**config.mk**
```make
export PLATFORM = sky130hd
export DESIGN_NAME = tdl_sample_pipe
export DESIGN_NICKNAME = d
export VERILOG_FILES = /design/src/rtl/tdl_sample_pipe.sv
export SDC_FILE = /design/constraint.sdc
export NUM_CORES = 1
export LEC_CHECK = 0
export CAP_MARGIN = 20
export CORE_ASPECT_RATIO = 1.5
export CORE_MARGIN = 10
export CORE_UTILIZATION = 25
export DETAILED_ROUTE_END_ITERATION = 7
export PLACE_DENSITY = 0.46
export SYNTH_ARGS = -nofsm -noshare
export SYNTH_HDL_FRONTEND = slang
export SYNTH_SLANG_ARGS = --single-unit
```
**constraint.sdc**
```tcl
create_clock -name clk -period 4.7 [get_ports clk]
set_input_delay 0.47 -clock clk [delete_from_list [all_inputs] [get_ports clk]]
set_output_delay 0.47 -clock clk [all_outputs]
set_load 0.02 [all_outputs]
```
**src/rtl/tdl_sample_pipe.sv**
```systemverilog
// tdl_sample_pipe
// Sampling pipeline for a tapped-delay-line TDC front end. A thermometer word
// is registered through NSTAGES stages with a valid bit travelling alongside.
// At the output stage each new valid word is compared with the previous valid
// word. A registered hit flag goes high when the two words differ, and a
// saturating counter records each hit.
//
// Ports:
//   clk        rising-edge clock
//   rst        synchronous active-high reset (highest priority)
//   ce         advance enable; 0 holds every register
//   flush      clears all valid bits and hit (wins over ce)
//   in_valid   qualifies pipe_in
//   pipe_in    delay-line sample word (NFF bits)
//   pipe_out   output-stage data
//   out_valid  output-stage valid
//   hit        output word differs from the previous valid output word
//   hit_count  saturating count of hit assertions (CW bits)
module tdl_sample_pipe #(
    parameter int NFF     = 32,
    parameter int NSTAGES = 3,
    parameter int CW      = 16
) (
    input  logic           clk,
    input  logic           rst,
    input  logic           ce,
    input  logic           flush,
    input  logic           in_valid,
    input  logic [NFF-1:0] pipe_in,
    output logic [NFF-1:0] pipe_out,
    output logic           out_valid,
    output logic           hit,
    output logic [CW-1:0]  hit_count
);

    // Stage data and valid registers, one generate block per stage.
    genvar gi;
    generate
        for (gi = 1; gi <= NSTAGES; gi++) begin : g_stage
            logic [NFF-1:0] d_reg;
            logic           v_reg;
            logic [NFF-1:0] d_prev;
            logic           v_prev;

            if (gi == 1) begin : g_first
                assign d_prev = pipe_in;
                assign v_prev = in_valid;
            end else begin : g_chain
                assign d_prev = g_stage[gi-1].d_reg;
                assign v_prev = g_stage[gi-1].v_reg;
            end

            // Flush drops only the valid bits. The stale data stays in place
            // because it is never qualified again.
            always_ff @(posedge clk) begin
                if (rst) begin
                    d_reg <= '0;
                    v_reg <= 1'b0;
                end else if (flush) begin
                    v_reg <= 1'b0;
                end else if (ce) begin
                    d_reg <= d_prev;
                    v_reg <= v_prev;
                end
            end
        end
    endgenerate

    // The word about to enter the output stage. For a single stage this is
    // the raw input.
    logic [NFF-1:0] cmp_d;
    logic           cmp_v;

    generate
        if (NSTAGES == 1) begin : g_cmp_in
            assign cmp_d = pipe_in;
            assign cmp_v = in_valid;
        end else begin : g_cmp_stage
            assign cmp_d = g_stage[NSTAGES-1].d_reg;
            assign cmp_v = g_stage[NSTAGES-1].v_reg;
        end
    endgenerate

    logic [NFF-1:0] ref_reg;
    logic           hit_reg;
    logic [CW-1:0]  hit_count_reg;
    logic           hit_next;
    logic           count_full;

    assign hit_next   = cmp_v && (cmp_d != ref_reg);
    assign count_full = (hit_count_reg == {CW{1'b1}});

    // hit updates on the same edge as the output stage, so it stays aligned
    // with pipe_out and out_valid.
    always_ff @(posedge clk) begin
        if (rst) begin
            ref_reg       <= '0;
            hit_reg       <= 1'b0;
            hit_count_reg <= '0;
        end else if (flush) begin
            hit_reg <= 1'b0;
        end else if (ce) begin
            hit_reg <= hit_next;
            if (cmp_v) begin
                ref_reg <= cmp_d;
            end
            if (hit_next && !count_full) begin
                hit_count_reg <= hit_count_reg + 1'b1;
            end
        end
    end

    assign pipe_out  = g_stage[NSTAGES].d_reg;
    assign out_valid = g_stage[NSTAGES].v_reg;
    assign hit       = hit_reg;
    assign hit_count = hit_count_reg;

endmodule
```
==> results_dict.tcl <==
set metrics [dict create \
    io_pins 87 \
    postCtsHoldBufs 0 \
    h-tree-depth 4 \
    clk_latency_ns 0.42 \
    root_buffer "clkbuf_16" \
    slew_headroom 0.384 \
    totalWireLength_microns 15500 \
    worstSetupPathType "primary input to register" \
    yosysMostFrequentCell "nand2_1" \
    firstDrtPassIters 4 \
    synth_cell_types 33 \
    gp_congestion 0.735 \
    finalCritPeriodShare 0.663 \
    fin_crit_ns 3.12 \
    finClkSkew_ns 0.00740 \
    post-dp-hpwl_microns 10400 \
    status "completed" \
    drive_gt1_frac 0.0642 \
    die_w_microns 143 \
    max-vdd-ir-drop_mv 0.169 \
    async_flop_share 0 \
    arrival_ns 3.47 \
    reg2reg_depth 5 \
    dp.cells 1039 \
    cp-end-kind "register" \
    worst_slew_pin_slew_ns 0.925 \
    syn_to_final_growth_pct 29.9 \
    grt_overflow 0 \
    r2r_setup_slack_ns 2.49 \
    vias 4819 \
    ys_warn_count 0 \
    core_sq_um 22400 \
    rows 67 \
    ys_ff_latch 148 \
    stdcell_area_sq_um 7400 \
    antenna_left 0 \
    postSynthAreaPerCell_sq_um 7.93 \
    startpoint "ce" \
    total_power_uw 2860 \
    syn_nets 756 \
    final_nets 820 \
    finalHoldViolCount 0 \
    place.port_buffers 86 \
    setup-tns-final_ns 0 \
    post_cts_buffers 0 \
    numCtsBuffers 17 \
    wl_per_cell_microns 14.4 \
    r2r_start "cmp_v" \
    critPathRequiredTime_ns 5.05 \
    die-area_sq_um 29300 \
    ctsResizeCount 0 \
    synth.cell_area_sq_um 5690 \
    grt_pass1_vias 4679 \
    track_usage 0.108 \
    synthesis.instances 718 \
    synth_common_cells "nand2_1, dfxtp_1, a21oi_1" \
    synth_seq_area_share 0.520 \
    crit_fanout 41 \
    synth_flop_cell "dfxtp_1" \
    p_leak_uw 0.00262 \
    initial_core_util 0.254 \
    setup_viol_count_final 0 \
    cts_tree "built" \
    pwr_density_cell_nw_per_um2 386 \
    finalNonFillerCells 1071 \
    critPathCapture "hit_count[10]" \
    fp.dieH_microns 205 \
    place_area_sq_um 6780 \
    yosysTopAreaCell "dfxtp_1" \
    synth_area_leaders "dfxtp_1, nand2_1, a21oi_1" \
    synth_edf_count 0 \
    antenna_cells 0 \
    avgViaCountPerCell 4.50 \
    grt_max_degree 84 \
    drc_errors 0 \
    cap_violations 0 \
    min_path_type "register to register" \
    cts.reportedPaths.clkPinSlew_ns 0.06 \
    cts_sinks 148 \
    r2r_end "hit_count[10]" \
    netlist.area_leader.share 0.520 \
    num-fill-cells 2318 \
    clk_path_buf_depth 2 \
    max_freq_mhz 321 \
    grt_pass1_wl_microns 25200 \
    worstSetupStartpointType "primary input" \
    grt_antenna_before_repair 0 \
    drt_iter0_drc 246 \
    drv_slew 0 \
    rsz0062_at_grt "false" \
]
-- worst max-delay path, stage by stage --
cell             delay, ns
clkdlybuf4s50_1       0.65
and2b_4               0.53
nand2_2               0.55
nor3_2                0.47
nand4_1               0.16
or4_1                 0.48
a21oi_1               0.14
-- final cells by class --
| cell class | instances | area [sq um] | area share |
|---|---|---|---|
| flip-flops and latches | 148 | 2960 | 0.401 |
| multi-input cells | 521 | 2560 | 0.346 |
| repair buffers | 93 | 911 | 0.123 |
| clock buffers | 18 | 429 | 0.0580 |
| well taps | 276 | 345 | 0.0467 |
| clock inverters | 14 | 185 | 0.0250 |
| inverters | 1 | 3.75 | 0.000507 |
-- cell usage in the layout, fill, tap and decap left out, types with 2 or more instances in the layout --
master,synthesis,routed
nor2_1,8,7
o31ai_1,5,5
and3_1,2,2
clkinvlp_4,0,3
or3_1,4,4
nand2_1,266,266
nand4_1,7,7
bufinv_16,0,4
clkinv_2,0,5
mux2i_1,3,3
nor2b_1,6,6
nor3_1,6,6
o21ai_0,6,6
clkdlybuf4s50_1,0,85
dfxtp_1,148,148
nor4_1,11,10
mux2_2,5,5
nand2b_1,5,4
a21oi_1,136,136
clkbuf_16,0,17
buf_4,1,8
or4_1,7,7
xor2_1,32,32
nand3_1,2,2
-- through the flow --
step                      setup WS [ns]  hold slack (ns)  utilization
after floorplan                    2.77            0.432            -
after global placement             1.17            0.439        0.303
after detailed placement           1.09            0.444        0.303
after CTS                          1.54            0.452        0.330
after global routing               1.27            0.463        0.330
final                              1.58            0.451        0.330
-- worst min path at each step --
stage / startpoint / end / slack [ns] / depth (start not counted)
global placement: g_stage[1].d_reg[6] / cmp_d[6] / 0.44 / 2
detailed placement: g_stage[1].d_reg[9] / cmp_d[9] / 0.44 / 2
global route: g_stage[1].d_reg[18] / cmp_d[18] / 0.46 / 2
finish: g_stage[1].d_reg[27] / cmp_d[27] / 0.45 / 2
floorplan: g_stage[1].d_reg[0] / cmp_d[0] / 0.43 / 2
CTS: g_stage[1].d_reg[27] / cmp_d[27] / 0.45 / 2
-- routing by layer --
metal / GRT usage / vias up / part of all wire
met5: 0 / - / 0
met4: 0.0446 / 0 / 0.018
met3: 0.0336 / 15 / 0.045
met2: 0.169 / 89 / 0.47
met1: 0.136 / 2213 / 0.46
li1: - / 2502 / -
-- power breakdown --
group / internal, uW / switching, uW / total, uW
Sequential: 1270 / 13.2 / 1290
Combinational: 54.1 / 91.1 / 145
Clock: 885 / 540 / 1420
-- cells by family (layout without fill, tap and decap cells) --
logic type	count (synthesis)	count (layout)	synth area share
AOI/OAI and AO/OA	149	149	0.134
muxes	8	8	0.0152
adders and majority gates	1	1	0.00220
buffers and inverters	49	126	0.0334
DFF	148	148	0.520
and+or+nand+nor	331	331	0.245
xor gates and xnor gates	32	32	0.0492
Note: power is estimated with default switching activity, not from simulation.
